## src/rtl/mkgauss_rand_src.sv

```systemverilog
// Random-word source for the MKGAUSS r1/r2 inputs: fetches 64-bit PRNG words in pairs,
// issues them as single-cycle pulses and throttles on outstanding val_valid returns.
module mkgauss_rand_src #(
  parameter int unsigned CNT_W           = 12,
  parameter int unsigned MAX_OUTSTANDING = 2
) (
  input  logic             clk,
  input  logic             rst,
  input  logic             start,
  input  logic [CNT_W-1:0] sample_num,
  output logic             busy,
  output logic             done,
  output logic             err,
  input  logic             prng_valid,
  input  logic [63:0]      prng_data,
  output logic             prng_ready,
  output logic             r1_valid,
  output logic [63:0]      r1,
  output logic             r2_valid,
  output logic [63:0]      r2,
  input  logic             val_valid,
  output logic [CNT_W-1:0] issued_cnt
);

  localparam int unsigned OUT_W = 3;

  typedef enum logic [2:0] {
    IDLE,
    FETCH1,
    FETCH2,
    ISSUE1,
    ISSUE2,
    DRAIN
  } state_t;

  state_t           state;
  logic [63:0]      w1;
  logic [63:0]      w2;
  logic [OUT_W-1:0] outstanding;
  logic [CNT_W-1:0] target;

  logic prng_xfer_c;
  logic out_inc_c;
  logic out_dec_c;
  logic room_c;

  // prng_ready is a registered copy of "in a FETCH state", so this is the real handshake
  assign prng_xfer_c = prng_valid && prng_ready;
  assign out_inc_c   = (state == ISSUE2);
  assign out_dec_c   = val_valid && (outstanding != '0);
  assign room_c      = (outstanding < OUT_W'(MAX_OUTSTANDING));

  always_ff @(posedge clk) begin
    if (rst) begin
      state       <= IDLE;
      w1          <= '0;
      w2          <= '0;
      outstanding <= '0;
      target      <= '0;
      busy        <= 1'b0;
      done        <= 1'b0;
      err         <= 1'b0;
      prng_ready  <= 1'b0;
      r1_valid    <= 1'b0;
      r1          <= '0;
      r2_valid    <= 1'b0;
      r2          <= '0;
      issued_cnt  <= '0;
    end else begin
      r1_valid <= 1'b0;
      r1       <= '0;
      r2_valid <= 1'b0;
      r2       <= '0;
      done     <= 1'b0;

      // Simultaneous issue and return cancel out; a return with nothing in flight is an error
      if (out_inc_c && !out_dec_c) begin
        outstanding <= outstanding + OUT_W'(1);
      end else if (!out_inc_c && out_dec_c) begin
        outstanding <= outstanding - OUT_W'(1);
      end
      if (val_valid && (outstanding == '0)) begin
        err <= 1'b1;
      end

      case (state)
        IDLE: begin
          if (start) begin
            target     <= sample_num;
            issued_cnt <= '0;
            err        <= 1'b0;
            busy       <= 1'b1;
            if (sample_num == '0) begin
              state <= DRAIN;
            end else begin
              state      <= FETCH1;
              prng_ready <= 1'b1;
            end
          end
        end
        FETCH1: begin
          if (prng_xfer_c) begin
            w1    <= prng_data;
            state <= FETCH2;
          end
        end
        FETCH2: begin
          if (prng_xfer_c) begin
            w2         <= prng_data;
            prng_ready <= 1'b0;
            state      <= ISSUE1;
          end
        end
        ISSUE1: begin
          if (room_c) begin
            r1_valid <= 1'b1;
            r1       <= w1;
            state    <= ISSUE2;
          end
        end
        ISSUE2: begin
          r2_valid   <= 1'b1;
          r2         <= w2;
          issued_cnt <= issued_cnt + CNT_W'(1);
          if ((issued_cnt + CNT_W'(1)) == target) begin
            state <= DRAIN;
          end else begin
            state      <= FETCH1;
            prng_ready <= 1'b1;
          end
        end
        DRAIN: begin
          if (outstanding == '0) begin
            done  <= 1'b1;
            busy  <= 1'b0;
            state <= IDLE;
          end
        end
        default: begin
          state <= IDLE;
        end
      endcase
    end
  end

endmodule
```

## config.mk

```make
export PLATFORM = sky130hd
export DESIGN_NAME = mkgauss_rand_src
export DESIGN_NICKNAME = d
export VERILOG_FILES = /design/src/rtl/mkgauss_rand_src.sv
export SDC_FILE = /design/constraint.sdc
export NUM_CORES = 1
export LEC_CHECK = 0
export ABC_AREA = 1
export BUFFER_PORTS_ARGS = -buffer_cell sky130_fd_sc_hd__buf_2
export CAP_MARGIN = 20
export CORE_MARGIN = 2
export CORE_UTILIZATION = 48
export CTS_CLUSTER_SIZE = 12
export DETAILED_ROUTE_END_ITERATION = 8
export GPL_TIMING_DRIVEN = 0
export MAX_ROUTING_LAYER = met4
export PLACE_DENSITY = 0.82
export SLEW_MARGIN = 20
export SYNTH_ARGS = -nofsm -noshare
export SYNTH_HDL_FRONTEND = slang
export SYNTH_SLANG_ARGS = --single-unit
```

## constraint.sdc

```tcl
create_clock -name clk -period 2.03 [get_ports clk]
set_input_delay 0.203 -clock clk [delete_from_list [all_inputs] [get_ports clk]]
set_output_delay 0.203 -clock clk [all_outputs]
set_load 0.02 [all_outputs]
```

==> impl_metrics.py, run 1 <==
metrics = {
    "yosys": {
        "syn_area_per_cell_um2": 8.54,
        "synth.ff_latch_count": 292,
        "synth_top_area_share_pct": 61.4,
        "postSynthNetCount": 1199,
        "synth-seq-area-share_pct": 61.4,
        "syn_area_um2": 9520,
        "synth-warning-count": 0,
        "synth_largest_area_cell": "dfxtp_1",
        "ys_dominant_reg_cell": "dfxtp_1",
        "async_s_r_ff_share_synth_pct": 0,
        "synth_edf_count": 0,
        "synthTopCellsByCount": "292 x dfxtp_1, 168 x inv_1, 157 x a21oi_1",
        "synth_cells": 1114,
        "yosysMostFrequentCell": "dfxtp_1",
        "post_synth_num_cell_types": 28,
        "netlist_top_cells_area": "dfxtp_1 61%, a21oi_1 8.3%, o21ai_0 7.7%",
    },
    "timing": {
        "fin_setup_tns_ns": 0,
        "grt_setup_unrepaired": "yes",
        "hold_viol_final": 0,
        "postLayoutSetupSlackWorst_ns": 0.0721,
        "final-setup-viol-count": 0,
        "slew-limit-headroom_pct": 48.5,
        "drv_slew": 0,
        "timing_worst_slew_pin_value_ns": 0.772,
        "finalWorstPathRequiredPeriod_ns": 1.96,
        "final.period_utilization_pct": 96.4,
        "clock.fmax_ghz": 0.511,
        "skew_ns": 0.0146,
    },
    "final_layout": {
        "utilization_pct": 64.9,
        "final_layout_size_suffix_gt1_share_pct": 20.3,
        "syn2layout_area_growth_pct": 32.7,
        "register_area_um2": 5850,
        "nFillCells": 1524,
        "fin_nets": 1534,
        "footprint_of_the_multi_input_gates_um2": 2810,
        "diodes": 0,
    },
    "global_routing": {
        "grt_start_max_net_pins": 16,
        "first_global_vias": 8206,
        "track_usage_pct": 24.5,
        "gr-total-overflow": 0,
        "grt_antenna_before_repair": 0,
        "grt_pass1_wl_um": 39700,
    },
    "power": {
        "power_density_nw_per_um2": 1000,
        "finalPower_mw": 12.7,
        "max-vdd-ir-drop_v": 0.000712,
        "total_leakage_power_nw": 5.27,
    },
    "clock_tree": {
        "cts_buffer_depth": 3,
        "cts_sinks": 292,
        "cts_inserted_buffers": 29,
        "clock_tree_from_tritoncts": "built",
        "worst_skew_pair.late_latency_ns": 0.55,
        "worst_setup_hold_path_clk_slew_ns": 0.06,
        "clockRootBuffer": "clkbuf_16",
        "htree_levels": 1,
    },
    "setup_path": {
        "timing.rr.end": "outstanding[2]",
        "critPathLaunchType": "flop",
        "critical-path-slowest-cell": "fa_1",
        "cp_cell_sequence": "inv_1, nand2_1, nor2_4, buf_8, ha_1, inv_1, fa_1, a21oi_2, o21ai_1, o21ai_1, a21oi_1",
        "ff2ff_setup_slack_ns": 0.07,
        "timing_worst_setup_path_type": "flop to flop",
        "regToRegStartpoint": "state[1]",
        "worstRegToRegCells": 11,
        "critPathRequiredTime_ns": 2.47,
        "crit_fanout": 10,
        "cpPeakStageDelay_ns": 0.40,
        "critical_path_arrival_ns": 2.39,
        "critical_path.endpoint_type": "flop",
    },
    "drt": {
        "route.final.wire_length_um": 25500,
        "initialDrtViolationCount": 612,
        "detailroute.via_count": 8477,
        "detailedRoute.firstPassIterationCount": 7,
        "drt_via_density": 4.92,
        "route.antenna.remaining_nets": 0,
        "routed_wire_length_per_instance_um": 14.8,
        "drc": 0,
    },
    "placement": {
        "port_buffers": 225,
        "place_congestion": 0.849,
        "hpwlAfterDp_um": 16800,
        "dp_worst_setup_slack_ns": -0.310,
    },
    "floorplan": {
        "die_w_um": 145,
        "fp-row-count": 51,
        "start_util_pct": 48.9,
        "boundaryPins": 227,
        "fp.dieH_um": 145,
        "floorplan.core_area_um2": 19500,
        "die_area_um2": 21000,
    },
    "min_path": {
        "hold_class": "input pin to flop",
        "timing.hold.worst.start": "sample_num[8]",
        "holdPathStages": 3,
        "holdPathEnd": "target[8]",
    },
    "outcome": {
        "status": "complete, no violations",
    },
    "flow_run": {
        "timing.max_cap.violations": 0,
    },
}
## flip-flops by register name, summed over array words and instances (netlist names)
name         flops
r1              64
r2              64
w1              64
w2              64
issued_cnt      12
target          12
outstanding      3
state            3
busy             1
done             1
err              1
prng_ready       1
r1_valid         1
r2_valid         1
## what timing repair did
item                                    in CTS  in global routing
resized for setup                            6                 22
pin swaps                                    1                  2
setup buffers                                1                  1
hold endpoints to repair                   136                  0
endpoints found under the setup margin      10                 44
hold buffers                                77                  0
## cell usage in the layout, fill, tap and decap left out, drive strengths merged, types with 2 or more instances in the layout
cell	count
ha	3
clkinv	3
dfxtp	292
nor4	4
nor2	152
xnor2	2
a21oi	158
nand4	5
inv	170
o21ai	146
xor2	2
buf	240
nor3	2
clkbuf	86
dlygate4sd3	77
nand3	32
nand2	77
## critical path, delay by kind of cell, from the launching register on
family                     cells  cell delay [ns]
AOI/OAI and AO/OA              4             0.40
adders and majority gates      2             0.55
DFF                            1             0.35
and+or+nand+nor                2             0.23
buffers and inverters          3             0.31
## worst max-delay path by stage
stage              from              to  slack [ns]  cells past startpoint
2_1_floorplan  state[0]  outstanding[2]        0.04                     11
3_3_place_gp   state[0]  outstanding[2]       -0.27                     11
3_5_place_dp   state[0]  outstanding[2]       -0.31                     11
4_1_cts        state[0]  outstanding[2]       0.003                     11
5_1_grt        state[1]  outstanding[2]       -0.07                     11
6_report       state[1]  outstanding[2]        0.07                     11
## where the power goes
part / total (mW) / internal (mW) / switching, mW / leakage (nW)
combinational: 1.64 / 0.596 / 1.04 / 2.50
clock: 4.77 / 2.71 / 2.06 / 0.411
sequential: 6.26 / 6.10 / 0.155 / 2.36
total: 12.7 / 9.41 / 3.25 / 5.27
## kinds of logic (layout without fill, tap and decap cells)
| logic type | after synthesis | in the layout | share of synthesized area (%) |
|---|---|---|---|
| DFF | 292 | 292 | 61.4 |
| AOI/OAI and AO/OA | 307 | 307 | 16.3 |
| buffers and inverters | 232 | 576 | 9.20 |
| and+or+nand+nor | 274 | 274 | 11.9 |
| xor gates and xnor gates | 5 | 5 | 0.605 |
| adders and majority gates | 4 | 4 | 0.605 |
## per-layer routing
layer | GRT usage (%) | routed length (um)
met5 | - | 0
met3 | 4.54 | 1760
met4 | 8.74 | 843
met1 | 29.3 | 10400
met2 | 41.4 | 12500
## area by class of cell
| class | count | share of cell area, % |
|---|---|---|
| Buffer | 63 | 2.07 |
| Clock buffer | 36 | 6.27 |
| Clock inverter | 4 | 0.277 |
| Inverter | 169 | 5.02 |
| Multi-Input combinational cell | 590 | 22.3 |
| Sequential cell | 292 | 46.3 |
| Tap cell | 265 | 2.63 |
| Timing Repair Buffer | 304 | 15.1 |
## through the flow
step / instance area [um^2] / hold WS (ns) / std cells
after detailed placement: 11000 / 0.426 / 1604
after CTS: 12600 / 0.00288 / 1722
after floorplan: 9520 / 0.347 / 1114
after global routing: 12600 / 0.0297 / 1723
after global placement: 11000 / 0.422 / 1604
final: 12600 / 0.0376 / 1723
Power figures use the tool's default switching activity.
==> run 2: changes to the inputs <==
--- a/config.mk
+++ b/config.mk
@@ -14,7 +14,7 @@
 export DETAILED_ROUTE_END_ITERATION = 8
 export GPL_TIMING_DRIVEN = 0
 export MAX_ROUTING_LAYER = met4
-export PLACE_DENSITY = 0.82
+export PLACE_DENSITY_LB_ADDON = 0.12
 export SLEW_MARGIN = 20
 export SYNTH_ARGS = -nofsm -noshare
 export SYNTH_HDL_FRONTEND = slang
==> run 2 against run 1 <==
The run now ends with hold timing left. Critical path depth fell by 1. Setup slack improved by 0.10 ns. Clock skew shrank 0.0086 ns. Via count is 2.8% lower. Combinational power shrank 4%. Fmax is 5.7% higher. Sequential power hardly changed. Worst hold slack got worse by 0.042 ns. Non-clock buffer count is 2 lower. Routed wire length fell by 5.2%. Largest cell class unchanged.
==> impl_metrics.py, run 2 (synthesis results as in run 1) <==
metrics = {
    "outcome": {
        "status": "finished, violations left",
        "violated_checks": "hold timing",
    },
    "global_routing": {
        "grt_start_max_net_pins": 15,
        "track_usage_pct": 23.4,
        "grt_antenna_before_repair": 0,
        "gr-total-overflow": 0,
        "first_global_vias": 7912,
        "grt_pass1_wl_um": 38000,
    },
    "clock_tree": {
        "htree_levels": 1,
        "worst_skew_pair.late_latency_ns": 0.54,
        "worst_setup_hold_path_clk_slew_ns": 0.06,
        "cts_sinks": 292,
        "cts_buffer_depth": 3,
        "clock_tree_from_tritoncts": "built",
        "cts_inserted_buffers": 30,
        "clockRootBuffer": "clkbuf_16",
    },
    "timing": {
        "timing_worst_slew_pin_value_ns": 0.697,
        "hold_viol_final": 1,
        "fin_setup_tns_ns": 0,
        "skew_ns": 0.00597,
        "final.period_utilization_pct": 91.3,
        "finalWorstPathRequiredPeriod_ns": 1.85,
        "drv_slew": 0,
        "final-setup-viol-count": 0,
        "clock.fmax_ghz": 0.540,
        "slew-limit-headroom_pct": 53.5,
        "hold_slack_ns": -0.00418,
    },
    "power": {
        "net_sw_power_mw": 3.24,
        "combinationalPowerShare_pct": 12.2,
        "sequentialPowerShare_pct": 48.7,
        "power_density_nw_per_um2": 1010,
        "sw_frac_of_total_pct": 25.2,
        "max-vdd-ir-drop_v": 0.000737,
        "intPower_mw": 9.62,
        "clockPowerShare_pct": 39.1,
        "total_leakage_power_nw": 5.28,
        "finalPower_mw": 12.9,
    },
    "final_layout": {
        "syn2layout_area_growth_pct": 33.2,
        "most_common_library_cell_in_the_layout_ignoring_fill_and_taps": "dfxtp_1",
        "mostFrequentLayoutCells": "289 x dfxtp_1, 229 x buf_2, 165 x inv_1",
        "diodes": 0,
        "fin_nets": 1533,
        "utilization_pct": 65.1,
        "final_layout_size_suffix_gt1_share_pct": 20.2,
    },
    "drt": {
        "drc": 0,
        "drt_via_density": 4.76,
        "route.antenna.remaining_nets": 0,
        "detailroute.via_count": 8242,
        "route.final.wire_length_um": 24200,
        "initialDrtViolationCount": 367,
        "detailedRoute.firstPassIterationCount": 5,
        "routed_wire_length_per_instance_um": 14.0,
    },
    "floorplan": {
        "start_util_pct": 48.9,
        "fp.dieH_um": 145,
        "die_w_um": 145,
        "boundaryPins": 227,
        "die_area_um2": 21000,
        "fp-row-count": 51,
        "floorplan.core_area_um2": 19500,
    },
    "setup_path": {
        "ff2ff_setup_slack_ns": 0.18,
        "critPathRequiredTime_ns": 2.46,
        "critical_path_arrival_ns": 2.28,
        "critPathLaunchType": "flop",
        "crit_fanout": 3,
        "timing_worst_setup_path_type": "flop to flop",
        "critical_path.endpoint_type": "flop",
    },
    "min_path": {
        "hold_class": "input pin to flop",
    },
    "placement": {
        "hpwlAfterDp_um": 16700,
        "port_buffers": 225,
        "place_congestion": 0.860,
    },
    "flow_run": {
        "timing.max_cap.violations": 0,
    },
}
[run 2: stage by stage]
| stage | std cells | setup WS (ns) | cell area [um^2] |
|---|---|---|---|
| final | 1730 | 0.177 | 12700 |
| after global routing | 1730 | -0.00732 | 12700 |
| after CTS | 1728 | 0.00318 | 12600 |
| after detailed placement | 1604 | -0.349 | 11000 |
| after global placement | 1604 | -0.299 | 11000 |
| after floorplan | 1114 | 0.0442 | 9520 |
[run 2: what timing repair did]
action / in CTS / in global routing
hold buffers: 74 / 0
gates cloned: 0 / 0
buffers inserted: 1 / 2
hold endpoints to repair: 130 / 0
pin swaps: 1 / 2
gates resized for setup: 5 / 17
setup endpoints to repair: 3 / 78
[run 2: cell type report]
class                           count  area (um^2)
Multi-Input combinational cell    590         2810
Buffer                             63          256
Clock buffer                       46          882
Tap cell                          265          332
Fill cell                        1736         6790
Clock inverter                      3         18.8
Inverter                          169          634
Timing Repair Buffer              302         1890
Sequential cell                   292         5850
[run 2: power groups by stage]
stage | logic, mW | clock network (mW) | registers, mW
final | 1.57 | 5.03 | 6.26
after detailed placement | 1.42 | 0 | 6.37
after global placement | 1.39 | 0 | 6.36
after global routing | 1.79 | 5.36 | 6.29
after floorplan | 0.956 | 0 | 6.37
after CTS | 1.56 | 5.15 | 6.25
[run 2: per-layer routing]
layer | track usage [%] | vias to the layer above | share of wire, %
met5 | - | - | 0
met4 | 5.93 | 0 | 2.2
met3 | 4.77 | 43 | 6.9
met2 | 38.7 | 236 | 47
met1 | 29.4 | 3763 | 44
li1 | - | 4200 | -
[run 2: worst max-delay path, cell delays in order (launching register included)]
cell and delay (ns):
dfxtp_1 0.35, nor2_2 0.14, inv_1 0.07, o21ai_0 0.15
ha_1 0.17, inv_1 0.07, fa_2 0.34, a21oi_1 0.14
o21ai_1 0.09, o21ai_1 0.17, a21oi_1 0.05
[run 2: final timing paths]
| kind | from | to | cells past startpoint |
|---|---|---|---|
| setup / recovery | outstanding[1] | outstanding[2] | 10 |
| hold / removal | prng_data[36] | w1[36] | 3 |
| setup reg to reg | outstanding[1] | outstanding[2] | 10 |
| hold reg to reg | w2[21] | r2[21] | 2 |
==> run 3: changes to the inputs <==
--- a/config.mk
+++ b/config.mk
@@ -5,11 +5,10 @@
 export SDC_FILE = /design/constraint.sdc
 export NUM_CORES = 1
 export LEC_CHECK = 0
-export ABC_AREA = 1
 export BUFFER_PORTS_ARGS = -buffer_cell sky130_fd_sc_hd__buf_2
 export CAP_MARGIN = 20
 export CORE_MARGIN = 2
-export CORE_UTILIZATION = 48
+export CORE_UTILIZATION = 46
 export CTS_CLUSTER_SIZE = 12
 export DETAILED_ROUTE_END_ITERATION = 8
 export GPL_TIMING_DRIVEN = 0
==> run 3 against run 2 <==
The run ends with setup timing left. Count of clock-buffer cells in the layout is 3 lower. Combinational power down 47%. Critical path depth fell by 3. Non-clock buffer count up 20. Critical path type unchanged. Power fell by 8.1%. Synthesized area rose by 2.6%. Largest power group unchanged. Clock power is 0.8% higher. Sequential cell count unchanged. Core utilization down 2.2 points. Fmax is 12% lower. Design area grew 4.0%.
==> impl_metrics.py, run 3 <==
metrics = {
    "power": {
        "sw_frac_of_total_pct": 22.2,
        "combinationalPowerShare_pct": 7.1,
        "sequentialPowerShare_pct": 50.0,
        "power_density_nw_per_um2": 897,
        "net_sw_power_mw": 2.62,
        "max-vdd-ir-drop_v": 0.000654,
        "intPower_mw": 9.20,
        "total_leakage_power_nw": 5.57,
        "clockPowerShare_pct": 42.9,
    },
    "setup_path": {
        "timing.rr.end": "prng_ready",
        "timing_worst_setup_path_type": "flop to flop",
        "crit_family": "simple AND/OR/NAND/NOR gates",
        "critical-path-slowest-cell": "or4b_4",
        "cp_cell_sequence": "ha_4, inv_2, or2_4, or4b_4, a2111oi_4, a31oi_1, o21a_1",
        "critical_path_arrival_ns": 2.54,
        "count_of_buffer_and_inverter_cells_on_the_critical_path": 1,
        "regToRegStartpoint": "issued_cnt[1]",
        "critPathRequiredTime_ns": 2.47,
        "ff2ff_setup_slack_ns": -0.07,
        "critical_path.endpoint_type": "flop",
        "critPathLaunchType": "flop",
        "crit_fanout": 6,
        "cpPeakStageDelay_ns": 0.53,
        "worstRegToRegCells": 7,
    },
    "drt": {
        "drt_via_density": 4.77,
        "initialDrtViolationCount": 338,
        "routed_wire_length_per_instance_um": 14.6,
        "route.final.wire_length_um": 25000,
        "route.antenna.remaining_nets": 0,
        "detailedRoute.firstPassIterationCount": 5,
        "drc": 0,
        "detailroute.via_count": 8175,
    },
    "yosys": {
        "postSynthNetCount": 1165,
        "syn_area_per_cell_um2": 9.04,
        "synth_top_area_share_pct": 59.9,
        "synth-seq-area-share_pct": 59.9,
        "synth_edf_count": 0,
        "yosysMostFrequentCell": "dfxtp_1",
        "netlist_top_cells_area": "dfxtp_1 60%, nand2_1 11%, and2_1 8.3%",
        "syn_area_um2": 9760,
        "synth-warning-count": 0,
        "post_synth_num_cell_types": 53,
        "synth_largest_area_cell": "dfxtp_1",
        "synthTopCellsByCount": "292 x dfxtp_1, 289 x nand2_1, 155 x a21oi_1",
        "synth_cells": 1080,
        "async_s_r_ff_share_synth_pct": 0,
        "synth.ff_latch_count": 292,
        "ys_dominant_reg_cell": "dfxtp_1",
    },
    "clock_tree": {
        "clock_tree_from_tritoncts": "built",
        "clockRootBuffer": "clkbuf_16",
        "worst_skew_pair.late_latency_ns": 0.54,
        "cts_buffer_depth": 3,
        "worst_setup_hold_path_clk_slew_ns": 0.06,
        "htree_levels": 1,
        "cts_sinks": 292,
        "cts_inserted_buffers": 30,
    },
    "floorplan": {
        "fp-row-count": 53,
        "boundaryPins": 227,
        "start_util_pct": 46.6,
        "floorplan.core_area_um2": 21000,
        "die_w_um": 150,
        "die_area_um2": 22400,
        "fp.dieH_um": 150,
    },
    "timing": {
        "hold_viol_final": 0,
        "skew_ns": 0.0130,
        "finalWorstPathRequiredPeriod_ns": 2.10,
        "grt_setup_unrepaired": "yes",
        "timing_worst_slew_pin_value_ns": 0.623,
        "fin_setup_tns_ns": -0.122,
        "drv_slew": 0,
        "postLayoutSetupSlackWorst_ns": -0.0739,
        "final-setup-viol-count": 2,
        "slew-limit-headroom_pct": 58.5,
        "clock.fmax_ghz": 0.475,
        "final.period_utilization_pct": 104,
    },
    "final_layout": {
        "fin_nets": 1510,
        "syn2layout_area_growth_pct": 35.0,
        "nFillCells": 1852,
        "diodes": 0,
        "final_cells": 1714,
        "mostFrequentLayoutCells": "289 x nand2_1, 283 x dfxtp_1, 226 x buf_2",
        "final_layout_size_suffix_gt1_share_pct": 24.2,
        "most_common_library_cell_in_the_layout_ignoring_fill_and_taps": "nand2_1",
    },
    "placement": {
        "hpwlAfterDp_um": 17100,
        "port_buffers": 226,
        "place_inst": 1581,
        "place_congestion": 0.851,
    },
    "flow_run": {
        "timing.max_cap.violations": 0,
    },
    "min_path": {
        "timing.hold.worst.start": "start",
        "holdPathEnd": "target[11]",
        "hold_class": "input pin to flop",
        "holdPathStages": 4,
    },
    "global_routing": {
        "grt_pass1_wl_um": 38700,
        "grt_start_max_net_pins": 15,
        "track_usage_pct": 22.2,
        "gr-total-overflow": 0,
        "first_global_vias": 7559,
        "grt_antenna_before_repair": 0,
    },
    "outcome": {
        "violated_checks": "setup timing",
        "status": "finished, violations left",
    },
}
==> run 3: through the flow <==
stage	setup slack [ns]	hold slack (ns)	power, mW	utilization, %	instance area (um^2)
6_report	-0.0739	0.0325	11.8	62.9	13200
5_1_grt	-0.171	0.0302	12.3	62.9	13200
4_1_cts	-0.115	0.00687	11.9	62.6	13100
3_5_place_dp	-0.574	0.438	6.73	53.9	11300
3_3_place_gp	-0.553	0.433	6.72	53.9	11300
2_1_floorplan	-0.0842	0.339	6.46	-	9830
==> run 3: cells by family after synthesis <==
family | after synthesis | share of synthesized area [%]
adders and majority gates | 4 | 0.590
xor gates and xnor gates | 14 | 1.26
and+or+nand+nor | 498 | 24.1
muxes | 2 | 0.205
DFF | 292 | 59.9
buffers and inverters | 76 | 3.17
AOI/OAI and AO/OA | 194 | 10.8
==> run 3: worst max path at each step <==
| stage | end | startpoint | cells after the start | slack (ns) |
|---|---|---|---|---|
| finish | prng_ready | issued_cnt[1] | 7 | -0.07 |
| CTS | outstanding[2] | state[0] | 10 | -0.12 |
| floorplan | outstanding[2] | state[2] | 10 | -0.08 |
| global route | prng_ready | issued_cnt[0] | 7 | -0.17 |
| global placement | w1[15] | state[1] | 7 | -0.55 |
| detailed placement | w1[7] | state[1] | 7 | -0.57 |
==> run 3: power by group through the flow <==
stage	clock network, mW	logic, mW	registers [mW]
finish	5.07	0.836	5.91
global route	5.42	0.925	5.92
CTS	5.19	0.831	5.91
detailed placement	0	0.698	6.03
global placement	0	0.687	6.03
floorplan	0	0.430	6.03
==> run 3: layout make-up <==
class / instances / area, um^2 / area share [%]
well taps: 275 / 344 / 2.61
plain buffers: 67 / 343 / 2.60
clock buffers: 43 / 891 / 6.76
repair buffers: 318 / 2010 / 15.3
flip-flops and latches: 292 / 5870 / 44.6
clock inverters: 3 / 18.8 / 0.142
multi-input cells: 712 / 3670 / 27.9
inverters: 4 / 17.5 / 0.133
==> run 3: routing by layer <==
| layer | vias up | routed length, um | track usage (%) |
|---|---|---|---|
| met4 | 0 | 501 | 5.94 |
| met2 | 202 | 11700 | 36.1 |
| li1 | 4195 | - | - |
| met5 | - | 0 | - |
| met3 | 38 | 1300 | 3.48 |
| met1 | 3740 | 11500 | 29.1 |
==> run 3: repair_timing <==
item / 4_1_cts / 5_1_grt
endpoints found under the setup margin: 210 / 150
resized for setup: 32 / 45
pin swaps: 3 / 5
hold buffers: 77 / 0
buffers inserted: 10 / 5
endpoints found under the hold margin: 141 / 0
cloned: 0 / 0
==> run 3: worst reg2reg max path, stage by stage, from the launching register on <==
cell and delay [ns]:
dfxtp_4 0.39, ha_4 0.15, inv_2 0.03, or2_4 0.22, or4b_4 0.53, a2111oi_4 0.35
a31oi_1 0.15, o21a_1 0.19
